$ cat src/rtl/muldiv_unit.sv
// muldiv_unit: multi-cycle MULT/MULTU/DIV/DIVU engine with its own HI/LO pair.
// One bit is processed per cycle in CALC. FIX applies sign correction and
// commits the result. MTHI/MTLO writes are serviced whenever the unit is idle.
module muldiv_unit #(
    parameter int WIDTH = 32
) (
    input  logic             clk,
    input  logic             rst,
    input  logic             start,
    input  logic [1:0]       op,
    input  logic [WIDTH-1:0] a,
    input  logic [WIDTH-1:0] b,
    input  logic             cancel,
    input  logic             hi_wen,
    input  logic             lo_wen,
    input  logic [WIDTH-1:0] wdata,
    output logic             busy,
    output logic             done,
    output logic [WIDTH-1:0] hi,
    output logic [WIDTH-1:0] lo
);

    localparam int CW = $clog2(WIDTH + 1);

    typedef enum logic [1:0] {
        S_IDLE,
        S_CALC,
        S_FIX
    } state_t;

    state_t               state;
    logic [1:0]           op_r;        // op[1]: divide, op[0]: signed
    logic                 sign_a;      // dividend / multiplicand was negative
    logic                 sign_b;      // divisor / multiplier was negative
    logic                 div_zero;    // divide by zero, result forced at start
    logic [CW-1:0]        cnt;         // iterations still to run
    logic [WIDTH-1:0]     mag_a;
    logic [WIDTH-1:0]     mag_b;
    // Multiply: {partial product, remaining multiplier bits}.
    // Divide:   {remainder, remaining dividend bits / quotient bits}.
    logic [2*WIDTH-1:0]   acc;

    logic [WIDTH-1:0]     abs_a;
    logic [WIDTH-1:0]     abs_b;
    logic [WIDTH:0]       add_sum;
    logic [WIDTH:0]       trial;
    logic [2*WIDTH-1:0]   step_acc;
    logic [WIDTH-1:0]     res_hi;
    logic [WIDTH-1:0]     res_lo;

    // Operand magnitudes: absolute value only for signed operations.
    assign abs_a = (op[0] && a[WIDTH-1]) ? -a : a;
    assign abs_b = (op[0] && b[WIDTH-1]) ? -b : b;

    // One shift-add (multiply) or restoring-subtract (divide) iteration.
    always_comb begin
        // NOTE: every variable gets a default first so no path leaves it unassigned, which would infer a latch.
        add_sum  = '0;
        trial    = '0;
        step_acc = acc;
        if (!op_r[1]) begin
            add_sum  = {1'b0, acc[2*WIDTH-1:WIDTH]} + {1'b0, mag_a & {WIDTH{acc[0]}}};
            step_acc = {add_sum, acc[WIDTH-1:1]};
        end else begin
            // Shifted remainder is WIDTH+1 bits: old remainder plus next dividend bit.
            trial = acc[2*WIDTH-1:WIDTH-1] - {1'b0, mag_b};
            if (!trial[WIDTH]) begin
                step_acc = {trial[WIDTH-1:0], acc[WIDTH-2:0], 1'b1};
            end else begin
                step_acc = {acc[2*WIDTH-2:0], 1'b0};
            end
        end
    end

    // Final sign correction of the unsigned magnitude result.
    always_comb begin
        res_hi = acc[2*WIDTH-1:WIDTH];
        res_lo = acc[WIDTH-1:0];
        if (!div_zero && op_r[0]) begin
            if (!op_r[1]) begin
                if (sign_a ^ sign_b) begin
                    {res_hi, res_lo} = -acc;
                end
            end else begin
                if (sign_a ^ sign_b) begin
                    res_lo = -acc[WIDTH-1:0];
                end
                if (sign_a) begin
                    res_hi = -acc[2*WIDTH-1:WIDTH];
                end
            end
        end
    end

    // Control FSM, iteration datapath and HI/LO registers.
    // NOTE: sequential state uses non-blocking assignments so every register samples pre-edge values.
    always_ff @(posedge clk or posedge rst) begin
        if (rst) begin
            state    <= S_IDLE;
            op_r     <= '0;
            sign_a   <= 1'b0;
            sign_b   <= 1'b0;
            div_zero <= 1'b0;
            cnt      <= '0;
            mag_a    <= '0;
            mag_b    <= '0;
            acc      <= '0;
            busy     <= 1'b0;
            done     <= 1'b0;
            hi       <= '0;
            lo       <= '0;
        end else begin
            done <= 1'b0;
            case (state)
                S_IDLE: begin
                    if (start && !cancel) begin
                        op_r     <= op;
                        sign_a   <= op[0] & a[WIDTH-1];
                        sign_b   <= op[0] & b[WIDTH-1];
                        mag_a    <= abs_a;
                        mag_b    <= abs_b;
                        div_zero <= op[1] && (b == '0);
                        cnt      <= CW'(WIDTH);
                        busy     <= 1'b1;
                        state    <= S_CALC;
                        if (op[1] && (b == '0)) begin
                            acc <= {a, {WIDTH{1'b1}}};
                        end else if (op[1]) begin
                            acc <= {{WIDTH{1'b0}}, abs_a};
                        end else begin
                            acc <= {{WIDTH{1'b0}}, abs_b};
                        end
                    end
                end
                S_CALC: begin
                    if (cancel) begin
                        busy  <= 1'b0;
                        state <= S_IDLE;
                    end else if (div_zero) begin
                        state <= S_FIX;
                    end else begin
                        acc <= step_acc;
                        cnt <= cnt - CW'(1);
                        if (cnt == CW'(1)) begin
                            state <= S_FIX;
                        end
                    end
                end
                S_FIX: begin
                    busy  <= 1'b0;
                    state <= S_IDLE;
                    if (!cancel) begin
                        hi   <= res_hi;
                        lo   <= res_lo;
                        done <= 1'b1;
                    end
                end
                default: begin
                    busy  <= 1'b0;
                    state <= S_IDLE;
                end
            endcase
            // MTHI/MTLO only while idle; busy is high in FIX so no overlap with the commit.
            if (!busy) begin
                if (hi_wen) begin
                    hi <= wdata;
                end
                if (lo_wen) begin
                    lo <= wdata;
                end
            end
        end
    end

endmodule

$ cat config.mk
export PLATFORM = sky130hd
export DESIGN_NAME = muldiv_unit
export DESIGN_NICKNAME = d
export VERILOG_FILES = /design/src/rtl/muldiv_unit.sv
export SDC_FILE = /design/constraint.sdc
export NUM_CORES = 1
export LEC_CHECK = 0
export BUFFER_PORTS_ARGS = -buffer_cell sky130_fd_sc_hd__clkbuf_2
export CORE_ASPECT_RATIO = 2
export CORE_MARGIN = 2
export CORE_UTILIZATION = 61
export CTS_CLUSTER_SIZE = 8
export DETAILED_ROUTE_END_ITERATION = 12
export PLACE_DENSITY = 0.82
export SLEW_MARGIN = 10
export SYNTH_ARGS = -nofsm -noshare
export SYNTH_HDL_FRONTEND = slang
export SYNTH_SLANG_ARGS = --single-unit
$ cat constraint.sdc
create_clock -name clk -period 9 [get_ports clk]
set_input_delay 1.35 -clock clk [delete_from_list [all_inputs] [get_ports clk]]
set_output_delay 1.35 -clock clk [all_outputs]
set_load 0.05 [all_outputs]
---- Word-level counts from Yosys, hierarchy flattened ----
Cells that the tools add are included.
word-level totals
  bits in registers ....................... 207
  word-level logic and storage cells ...... 87
  output and inout port bits .............. 66
  input port bits ......................... 104
operators by class
  equal/unequal tests ..................... 8
  bitwise gates (word level) .............. 4
  $add $sub $neg .......................... 8
  reduce and logical (&&, ||, !) cells .... 14
  multiplexer cells ....................... 40
operators with widths
  operator             count
  $mux 32              19
  $mux 64              6
  $neg 32->32          4
  $pmux 64 s2          1
  $neg 64->64          1
  $add 32x32->33       1
  $sub 33x32->33       1
  $and 32x32->32       1
  $logic_not 32->1     1
  $mux 6               3
  $pmux 6 s2           1
  $mux 2               4
  $ne 2x2->1 const B   4
  $eq 6x1->1 const B   1
  $reduce_and 2->1     3
  $sub 6x1->6 const B  1
  $logic_and 1x1->1    5
  $mux 1               4
  $ne 4x4->1 const B   1
  $pmux 2 s2           1
  $reduce_and 4->1     1
  $and 1x1->1          2
  $eq 2x1->1 const B   1
  $eq 2x2->1 const B   1
  5 further kinds      6

---- Longest topological paths before layout ----
  depth in word-level cells ............... 8
  depth in mapped cells ................... 15

---- Worst setup path after synthesis ----
OpenSTA, ideal clock, no wires.
  path kind ............................... input -> register
  start point ............................. in b[12]
  end point ............................... reg acc[62]
  cell stages on the path ................. 9
  arrival ................................. 3.654 ns
  slack ................................... 5.251 ns
  data required time ...................... 8.905 ns
  buffers on the path ..................... 0
  cells stage by stage .................... or4_4 -> or4_4 -> nor4_4 -> and4b_1 -> and2_1 -> a21oi_1 -> a311oi_1 -> o31ai_1 -> o31ai_1
between the ends
  word-level cells in the longest chain between the ends .. 5
ends and longest elaborated chain
  item                  RTL line  source
  start, declared       12        input logic [WIDTH-1:0] b,
  $logic_not 32->1      126       if (op[1] && (b == '0)) begin
  $logic_and 1x1->1     126
  $mux 64               126
  $mux 64               116       if (start && !cancel) begin
  $pmux 64 s2           114       case (state)
  end signal, assigned  127       acc <= {a, {WIDTH{1'b1}}};
  end signal, assigned  129       acc <= {{WIDTH{1'b0}}, abs_a};
  end signal, assigned  131       acc <= {{WIDTH{1'b0}}, abs_b};
  end, declared         41        logic [2*WIDTH-1:0] acc;
Every way passes these cells. The select of a mux whose other input is x is not followed.
A chain may end at the register's enable or synchronous reset.

---- Worst setup path in the final report ----
  start point ............................. reg acc[48]
  end point ............................... reg acc[61]
between the ends
  word-level cells in the longest chain between the ends .. 6
  elaborated cells on any way between the ends .. 7
  those cells by class .................... 2 x add/sub; 5 x mux
ends and longest elaborated chain
  item            RTL line  source
  $sub 33x32->33  66        trial = acc[2*WIDTH-1:WIDTH-1] - {1'b0, mag_b};
  $mux 64         67        if (!trial[WIDTH]) begin
  $mux 64 *       61        if (!op_r[1]) begin
  $mux 64 *       139       end else if (div_zero) begin
  $mux 64 *       136       if (cancel) begin
  $pmux 64 s2 *   114
Mark *: on every way between the ends. The rest lies on a longest branch, timed or not. The select of a mux whose other input is x is not followed.

==> impl_metrics.toml <==
[grt]
antenna_found_initial = 3
grt_pass1_wl_um = 101000
grt_usage_pct = 46.7
grt_pass1_vias = 17600
grt_start_max_net_pins = 91
gr-total-overflow = 0

[timing]
final.setup.tns_ns = 0
holdWs_ns = 0.482
finClkSkew_ns = 0.0178
max-slew-margin-rel_pct = 6.57
drv_slew = 0
hold_viol = 0
fmax_mhz = 227
period_needed_ns = 4.40
setup_slack_ns = 4.60
worstMarginPinSlew_ns = 1.38
rsz0062_at_grt = "no"
min_period_over_period_pct = 48.8
setup_violations = 0

[yosys]
ys_top_cells_by_area = "dfrtp_1 (31%), o21ai_0 (7.6%), a21oi_1 (6.9%)"
synth-seq-cells = 207
synth_cell_types = 75
netlist_area_um2 = 16600
synth_area_leader_cell = "dfrtp_1"
synth_edf_count = 0
async_flop_share_pct = 100
syn_area_per_cell_um2 = 7.74
synth_warnings = 0
ys_seq_area_share_pct = 31.1
synth_nets = 2325
synth_top_area_share_pct = 31.1
synthFlopType = "dfrtp_1"
synthCells = 2149

[detailed_routing]
finalWirelength_um = 66700
vias_per_cell = 6.76
vias = 17500
antenna_left = 0
firstDrtPassIters = 6
initialDrtViolationCount = 1633
drc = 0
routedWlPerCell_um = 25.7

[critical_path]
end_kind = "register"
arrival_ns = 4.84
path_class = "reg2reg"
crit_required_ns = 9.45
crit-reg2reg-launch = "acc[48]$_DFFE_PP0P_"
worstPathMaxFanout = 29
r2r_slack_ns = 4.60
crit_path_start_kind = "register"
critPathLaunch = "acc[48]$_DFFE_PP0P_"

[cells_and_area]
layout-drive-gt1-share_pct = 12.2
fin_area_um2 = 18400
nets = 2421
instances_no_fill = 2595
areaGrowthSynthToFinish_pct = 10.8
fin_util_pct = 68.5

[status]
status = "finished, final reports clean"

[job]
maxCapViolations = 0

[floorplan]
io_pins = 170
initial_core_util_pct = 61.8
core_um2 = 26900
die_h_um = 238
die_w_um = 121
die-area_um2 = 28700
row_count = 85

[pwr]
power.leakage_nw = 8.16
p_per_area_nw_per_um2 = 371
finalPower_mw = 6.85
max-vdd-ir-drop_mv = 0.207

[place]
gp_congestion = 1.07
dpl.cell_count = 2562
placed_area_um2 = 17700
dp_hpwl_um = 50000
place_ws_ns = 4.14
io_buffers = 169

[clock_tree]
postCtsSetupBuffers = 0
clk-insertion-delay-late_ns = 0.58
htreeDepth = 1
hold_buffers = 0
post_cts_resized = 0
cts_made_buffers = 29
clk_pin_slew_ns = 0.06
cts_buffer_depth = 3
cts.root.buffer_cell = "clkbuf_16"
cts_tree = "built"
clock-sinks = 207

[hold_path]
min_path_type = "reg2reg"
hp-start = "mag_a[9]$_DFFE_PP0P_"
## cells by family (layout without fill, tap and decap cells)
group / after synthesis / count (layout) / share of synthesized area [%]
xor gates and xnor gates: 168 / 168 / 8.84
adders and majority gates: 72 / 72 / 5.50
and+or+nand+nor: 722 / 722 / 20.3
buffers and inverters: 198 / 294 / 4.56
AOI/OAI and AO/OA: 713 / 713 / 25.3
DFF: 207 / 207 / 31.1
other: 0 / 2 / 0
muxes: 69 / 69 / 4.31
## metal layers
| layer | vias to the layer above | GRT usage [%] | part of all wire, % |
|---|---|---|---|
| met2 | 1068 | 75.6 | 47 |
| met5 | - | 0.536 | 0.036 |
| met1 | 8182 | 46.7 | 32 |
| met4 | 4 | 46.6 | 12 |
| li1 | 7865 | - | - |
| met3 | 416 | 12.6 | 9.2 |
## where the power goes
group,switching (mW),leakage [nW],internal (mW)
clock,0.418,0.368,0.565
combinational,2.66,5.24,1.42
sequential,0.499,2.54,1.28
## flip-flops by register name, indices dropped and copies added (netlist names), 2 cells and up
| name | cells |
|---|---|
| cnt | 6 |
| hi | 32 |
| mag_a | 32 |
| op_r | 2 |
| lo | 32 |
| state | 2 |
| acc | 64 |
| mag_b | 32 |
## Yosys cell counts, types with 4 or more instances
library cell	n
o21bai_1	9
or3_1	18
a21oi_1	230
o311ai_0	7
o211a_1	5
mux2_2	21
xnor2_1	92
and2_1	46
and4_1	5
or4_1	7
nand3b_1	4
and3_1	29
clkbuf_1	108
buf_2	12
o22ai_1	17
nand2_1	262
a221oi_1	9
o21ai_0	253
nand2b_1	14
a22o_1	4
nand3_1	45
xor2_1	76
o31ai_1	21
nor2_1	188
mux2i_1	48
o2111ai_1	10
a31oi_1	31
o211ai_1	12
ha_1	70
a221o_1	7
o21a_1	12
o41ai_1	10
inv_1	66
nor4_1	22
a21o_1	26
a211oi_1	15
nand4_1	11
or2_2	6
nor2b_1	16
buf_1	11
nor3_1	33
dfrtp_1	207
## final timing paths
path / to / cells after the start
max: acc[61]$_DFFE_PP0P_ / 11
min: mag_a[9]$_DFFE_PP0P_ / 2
max reg2reg: acc[61]$_DFFE_PP0P_ / 11
min reg2reg: mag_a[9]$_DFFE_PP0P_ / 2
max in group asynchronous: op_r[1]$_DFFE_PP0P_ / 3
min in group asynchronous: busy$_DFFE_PP0P_ / 2
## placed cells by master, fill, tap and decap left out, types with 45 or more instances in the layout
cell type / n
nand2_1: 262
o21ai_0: 253
a21oi_1: 230
dfrtp_1: 206
nor2_1: 187
clkbuf_2: 169
xnor2_1: 92
xor2_1: 76
ha_1: 70
inv_1: 65
mux2i_1: 48
and2_1: 46
nand3_1: 45
## worst max-delay path, cell delays in order, from the launching register on
cell      delay, ns
dfrtp_1        0.64
ha_1           0.39
a21o_1         0.22
a311o_1        0.37
nor3_1         0.28
o31a_1         0.22
o221a_2        0.19
o211a_1        0.75
buf_4          0.44
mux2_2         0.37
a221oi_1       0.25
a31oi_1        0.12
## cell type report
type                            instances  area, um2
Antenna cell                            2       5.00
Clock buffer                           30        729
Clock inverter                          1       20.0
Fill cell                            2282       8470
Inverter                               67        259
Multi-Input combinational cell       1744      10800
Sequential cell                       207       5180
Tap cell                              348        435
Timing Repair Buffer                  196       1050
Power figures use the tool's default switching activity.
